**src/rtl/uart_tx8.sv**
```systemverilog
// Serial frame transmitter: start, 8 data bits LSB-first, optional even parity, stop.
// First bit on O one edge after accept; READY low for the whole frame, then one idle cycle.
module uart_tx8 #(
    parameter int DIVISOR = 4,
    parameter int PARITY  = 0
) (
    input  logic       CLK,
    input  logic       ASYNCRESET,
    input  logic [7:0] I,
    input  logic       VALID,
    output logic       READY,
    output logic       O,
    output logic       BUSY
);
    localparam int DW = (DIVISOR > 1) ? $clog2(DIVISOR) : 1;
    localparam logic [DW-1:0] DIV_MAX = DW'(DIVISOR - 1);

    typedef enum logic [2:0] {
        IDLE,
        START,
        DATA,
        PAR,
        STOP
    } state_t;

    state_t        state, state_nxt;
    logic [2:0]    bit_idx, bit_nxt;
    logic [DW-1:0] div_cnt, div_nxt;
    logic [7:0]    data, data_nxt;
    logic          o_nxt, ready_nxt;
    logic          last;

    assign last = (div_cnt == DIV_MAX);

    always_ff @(posedge CLK or posedge ASYNCRESET) begin
        if (ASYNCRESET) begin
            state   <= IDLE;
            bit_idx <= 3'd0;
            div_cnt <= '0;
            data    <= 8'd0;
            O       <= 1'b1;
            READY   <= 1'b1;
            BUSY    <= 1'b0;
        end else begin
            state   <= state_nxt;
            bit_idx <= bit_nxt;
            div_cnt <= div_nxt;
            data    <= data_nxt;
            O       <= o_nxt;
            READY   <= ready_nxt;
            BUSY    <= ~ready_nxt;
        end
    end

    // O and READY are computed for the state being entered so they register in step with it.
    always_comb begin
        state_nxt = state;
        bit_nxt   = bit_idx;
        div_nxt   = div_cnt;
        data_nxt  = data;
        o_nxt     = O;
        ready_nxt = READY;
        case (state)
            IDLE: begin
                o_nxt     = 1'b1;
                ready_nxt = 1'b1;
                div_nxt   = '0;
                if (VALID) begin
                    data_nxt  = I;
                    state_nxt = START;
                    o_nxt     = 1'b0;
                    ready_nxt = 1'b0;
                end
            end
            START: begin
                if (last) begin
                    div_nxt   = '0;
                    bit_nxt   = 3'd0;
                    state_nxt = DATA;
                    o_nxt     = data[0];
                end else begin
                    div_nxt = div_cnt + DW'(1);
                end
            end
            DATA: begin
                if (last) begin
                    div_nxt = '0;
                    if (bit_idx == 3'd7) begin
                        if (PARITY == 1) begin
                            state_nxt = PAR;
                            o_nxt     = ^data;
                        end else begin
                            state_nxt = STOP;
                            o_nxt     = 1'b1;
                        end
                    end else begin
                        bit_nxt = bit_idx + 3'd1;
                        o_nxt   = data[bit_idx + 3'd1];
                    end
                end else begin
                    div_nxt = div_cnt + DW'(1);
                end
            end
            PAR: begin
                if (last) begin
                    div_nxt   = '0;
                    state_nxt = STOP;
                    o_nxt     = 1'b1;
                end else begin
                    div_nxt = div_cnt + DW'(1);
                end
            end
            STOP: begin
                if (last) begin
                    div_nxt   = '0;
                    state_nxt = IDLE;
                    o_nxt     = 1'b1;
                    ready_nxt = 1'b1;
                end else begin
                    div_nxt = div_cnt + DW'(1);
                end
            end
            default: begin
                state_nxt = IDLE;
                div_nxt   = '0;
                bit_nxt   = 3'd0;
                o_nxt     = 1'b1;
                ready_nxt = 1'b1;
            end
        endcase
    end
endmodule

```
**config.mk**
```make
export PLATFORM = sky130hd
export DESIGN_NAME = uart_tx8
export DESIGN_NICKNAME = d
export VERILOG_FILES = /design/src/rtl/uart_tx8.sv
export SDC_FILE = /design/constraint.sdc
export NUM_CORES = 1
export LEC_CHECK = 0
export BUFFER_PORTS_ARGS = -buffer_cell sky130_fd_sc_hd__buf_2
export CAP_MARGIN = 20
export CORE_MARGIN = 2
export CORE_UTILIZATION = 58
export CTS_CLUSTER_SIZE = 24
export DETAILED_ROUTE_END_ITERATION = 8
export PLACE_DENSITY = 0.83
export SYNTH_ARGS = -nofsm -noshare
export SYNTH_HDL_FRONTEND = slang
export SYNTH_SLANG_ARGS = --single-unit
```
**constraint.sdc**
```tcl
create_clock -name CLK -period 3.9 [get_ports CLK]
set_input_delay 0.39 -clock CLK [delete_from_list [all_inputs] [get_ports CLK]]
set_output_delay 0.39 -clock CLK [all_outputs]
set_load 0.1 [all_outputs]
```
# Yosys cells after proc, flatten, opt, wreduce, memory -nomap -nowiden

Cells that the tools add are included.
Widths: inputs -> output; s select.

Flip-flop bits (word level): 19
Logic and storage cells: 57
Memory bits (writable): 0
Memories kept: 0
Bits in read-only memories: 0
Bits in latches: 0
Output and inout bits: 3

Shift-type cells: 0
Bitwise gates (word level): 2
Divide/modulo/power cells: 0
Equal/unequal tests: 14
Muxes and demuxes: 22
Add/sub/neg operators: 2
Multipliers: 0
$lt $le $gt $ge: 1
Reductions and logical operators: 9

Operator list:

| cell                | count |
|---|---|
| $mux 3              | 8 |
| $pmux 3 s5          | 1 |
| $ne 2x2->1 const B  | 7 |
| $pmux 3 s3          | 1 |
| $mux 1              | 7 |
| $eq 3x2->1 const B  | 2 |
| $eq 3x3->1 const B  | 2 |
| $reduce_and 6->1    | 1 |
| $reduce_or 3->1     | 2 |
| $lt 3x4->1 const B  | 1 |
| $mux 2              | 2 |
| $pmux 1 s4          | 1 |
| $reduce_and 4->1    | 1 |
| $reduce_or 4->1     | 1 |
| $add 3x1->3 const B | 1 |
| $bmux 1 s3          | 1 |
| $eq 3x1->1 const B  | 1 |
| $logic_not 3->1     | 1 |
| $pmux 1 s3          | 1 |
| $reduce_and 3->1    | 1 |
| $add 2x1->2 const B | 1 |
| $eq 2x2->1 const B  | 1 |
| $ne 2x1->1 const B  | 1 |
| $not 1->1           | 2 |
| other kinds (2)     | 2 |

# Longest topological paths before layout

Word-level depth: 6
Mapped depth: 6

# Worst setup path after synthesis

Ideal clock, no wire load.

Kind: reg-to-reg
Start point: register bit_idx[0]
End point: register O
Arrival: 2004 ps
Cell stages (with the launch flop): 7
Data required time: 3795 ps
Slack: 1791 ps
Period minus slack after synthesis: 2109 ps
Cells stage by stage: dfrtp_1 > ha_1 > ha_1 > mux4_1 > mux2_2 > nor4_1 > a2111oi_0

Longest elaborated chain between the ends: 6

RTL lines:

| item                         | line | text |
|---|---|---|
| start: declaration           | 27   | `logic [2:0] bit_idx, bit_nxt;` |
| start signal: assignment     | 46   | `bit_idx <= bit_nxt;` |
| $add 3x1->3                  | 98   | `o_nxt = data[bit_idx + 3'd1];` |
| $bmux 1 s3                   | 98   |  |
| $mux 1 (not written as such) | 98   |  |
| $mux 1 *                     | 88   | `if (bit_idx == 3'd7) begin` |
| $mux 1 *                     | 86   | `if (last) begin` |
| $pmux 1 s4 *                 | 63   | `case (state)` |
| end signal: assignment       | 49   | `O <= o_nxt;` |
| end: declaration             | 12   | `output logic O,` |

Every way passes the cells marked *; elsewhere a longest branch is shown, timed or not. The select of a mux whose other input is x is not followed.
A chain may end at the register's enable or synchronous reset.

# Worst setup path in the final report

Ends and elaborated chain as after synthesis.

==> flow_summary.toml <==
[run_status]
status = "finished, final reports clean"

[clock_network]
root_buffer = "clkbuf_4"
hold_buffers = 0
postCtsSetupBuffers = 0
cts.clk_slew.worst_paths_ns = 0.11
cts_sinks = 19
clk_latency_ns = 0.30
clockBufferDepth = 2
cts_buffers = 3
h-tree-depth = 1
cts_tree = "done"
cts_resized = 0

[final_layout]
final_area_um2 = 1040
post_route_cells_drive_above_1_share_pct = 23.4
syn_to_final_growth_pct = 10.2
final_net_count = 109
stdcell_count = 110
num_antenna_cells = 0

[worst_setup_path]
start_kind = "register"
path_delay_family = "multiplexers"
worstPathCellList = "ha_1 -> ha_1 -> mux4_1 -> mux2_2 -> nor4_1 -> a2111oi_0"
worst_setup_path_end_kind = "register"
path_class = "reg -> reg"
slowest_stage = "mux4_1"
crit_top_cell = "ha_1"
cp_max_fo = 5
critPathMaxStageDelay_ns = 0.57
r2r_cells = 6
critPathRequiredTime_ns = 4.11
crit_arrival_ns = 2.48
path_depth = 6
cp_num_buf_inv = 0

[synthesis]
ys_async_sr_fraction_pct = 100
yosysSeqAreaShare_pct = 50.5
ys_ff_latch = 19
synth-edff-count = 0
synth_fp_nets = 95
synth_warnings = 0
synth.cell_area_um2 = 946
syn_avg_cell_area_um2 = 11.7
ys_types = 27
synth-main-ff-cell = "dfrtp_1"
synth_cells = 81

[floorplan]
die_area_um2 = 1970
rows = 14
die_y_um = 44.4
fp.dieW_um = 44.4
start_util_pct = 62.1
core-area_um2 = 1520
pin_count = 14

[global_routing]
overflow = 0
grt_pass1_wl_um = 2910
grt_max_degree = 20
antenna_found_initial = 0
track_usage_pct = 21.1
grt_pass1_vias = 657

[route]
wl_met3_um = 45
drt-total-wl_um = 1640
vias = 644
remaining_drc_errors = 0
m1WireLength_um = 733
drt-pass1-iter-count = 4
wl_met2_um = 840
maxUsedRoutingLayer = "met4"
via_per_inst = 5.85
ant_nets = 0
avgRoutedWirePerCell_um = 14.9
drt_iter0_drc = 17

[placed_design]
portBuffers = 13
dp.cells = 106
place_area_um2 = 1010
place_congestion = 0.813
hpwl_um = 1230

[timing]
rsz0062_at_grt = "false"
timing_hold_violations_final = 0
slew_headroom_pct = 52.9
fin_crit_ns = 2.27
finClkSkew_ns = 0.00303
setup_violations = 0
tightest_slew_ns = 0.706
clock.fmax_ghz = 0.440
slew_viol_final = 0
tns_ns = 0
fin_crit_sh_pct = 58.2

[hold_path]
hold_path.class = "in -> async"

[power]
p_per_area_nw_per_um2 = 827
peakVddDrop_v = 0.000659
p_leak_nw = 0.474

[job]
maxCapViolations = 0
==> logic make-up (layout without fill, tap and decap cells) <==
family	after synthesis	in the layout	synth area share (%)
fa+ha+maj	3	3	3.97
mux	15	15	20.2
compound gates	11	11	7.27
flops	19	19	50.5
buf+inv	9	22	3.70
xor+xnor	1	1	0.926
simple gates	23	23	13.4
==> registers in the layout (all words and copies together) (netlist names) <==
signal / cells
READY: 1
data: 8
O: 1
BUSY: 1
bit_idx: 3
div_cnt: 2
state: 3
==> metrics by stage <==
| step | power (mW) | hold slack (ns) | worst slack [ns] | util (%) |
|---|---|---|---|---|
| 4_1_cts | 0.867 | 0.202 | 1.62 | 68.4 |
| 2_1_floorplan | 0.693 | 0.340 | 1.79 | - |
| 5_1_grt | 0.923 | 0.254 | 1.46 | 68.4 |
| 3_3_place_gp | 0.747 | 0.423 | 1.75 | 66.6 |
| 3_5_place_dp | 0.765 | 0.432 | 1.65 | 66.6 |
| 6_report | 0.862 | 0.184 | 1.63 | 68.4 |
==> path summary, 6_finish.rpt <==
path / slack, ns / startpoint / endpoint
worst max-delay path: 1.63 / bit_idx[0]$_DFFE_PP0P_ / O$_DFFE_PP1P_
worst min-delay path: 0.18 / ASYNCRESET / data[7]$_DFFE_PP0P_
worst max register to register: 1.63 / bit_idx[0]$_DFFE_PP0P_ / O$_DFFE_PP1P_
worst min register to register: 0.44 / div_cnt[0]$_DFF_PP0_ / div_cnt[0]$_DFF_PP0_
max in group asynchronous: 3.27 / ASYNCRESET / state[1]$_DFFE_PP0P_
min in group CLK: 0.30 / I[2] / data[2]$_DFFE_PP0P_
==> placed cells by master, fill, tap and decap left out <==
cell,n
dfrtp_1,17
buf_2,13
mux2_1,9
inv_1,5
a21oi_1,5
nor2_1,5
nand2_1,5
nor3_1,4
nand2b_1,3
mux2i_1,3
nor4_1,3
ha_1,3
clkbuf_4,3
dfstp_2,2
nor3b_1,1
o21ai_1,1
nand3b_1,1
nor3_4,1
o32ai_1,1
o21ai_0,1
xor2_1,1
a21o_1,1
mux4_2,1
mux4_1,1
mux2_2,1
o22a_1,1
a2111oi_0,1
clkinv_2,1
==> routing by layer <==
layer | GRT usage, % | vias to the layer above
met1 | 28.3 | 306
li1 | - | 321
met4 | 10.9 | 0
met3 | 2.45 | 2
met5 | 0 | -
met2 | 34.1 | 15
==> Yosys cell counts, drive strengths merged (2+ instances only) <==
master | count | share of area (%)
dfrtp | 17 | 45
mux2 | 10 | 12
a21oi | 5 | 2.6
inv | 5 | 2.0
nand2 | 5 | 2.0
nor2 | 5 | 2.0
nor3 | 5 | 3.8
clkbuf | 3 | 1.2
ha | 3 | 4.0
mux2i | 3 | 3.2
nand2b | 3 | 2.0
nor4 | 3 | 2.0
dfstp | 2 | 5.6
mux4 | 2 | 5.2
o21ai | 2 | 1.1
==> worst reg2reg max path, stage by stage (launching register included) <==
cell and delay (ns):
dfrtp_1 0.44, ha_1 0.22, ha_1 0.35, mux4_1 0.57, mux2_2 0.28, nor4_1 0.22
a2111oi_0 0.11
==> cell type report <==
type | instances | area, um^2
Fill cell | 112 | 482
Multi-Input combinational cell | 53 | 433
Clock inverter | 1 | 5.00
Clock buffer | 3 | 22.5
Inverter | 5 | 18.8
Timing Repair Buffer | 13 | 65.1
Tap cell | 16 | 20.0
Sequential cell | 19 | 478
==> report_power, final <==
part           internal (mW)  switching, mW  leakage [nW]
Sequential             0.292         0.0911         0.232
Combinational          0.146          0.232         0.225
Clock                 0.0382         0.0621        0.0177
Total                  0.476          0.385         0.474
No activity file was read; power rests on OpenSTA's default activity.
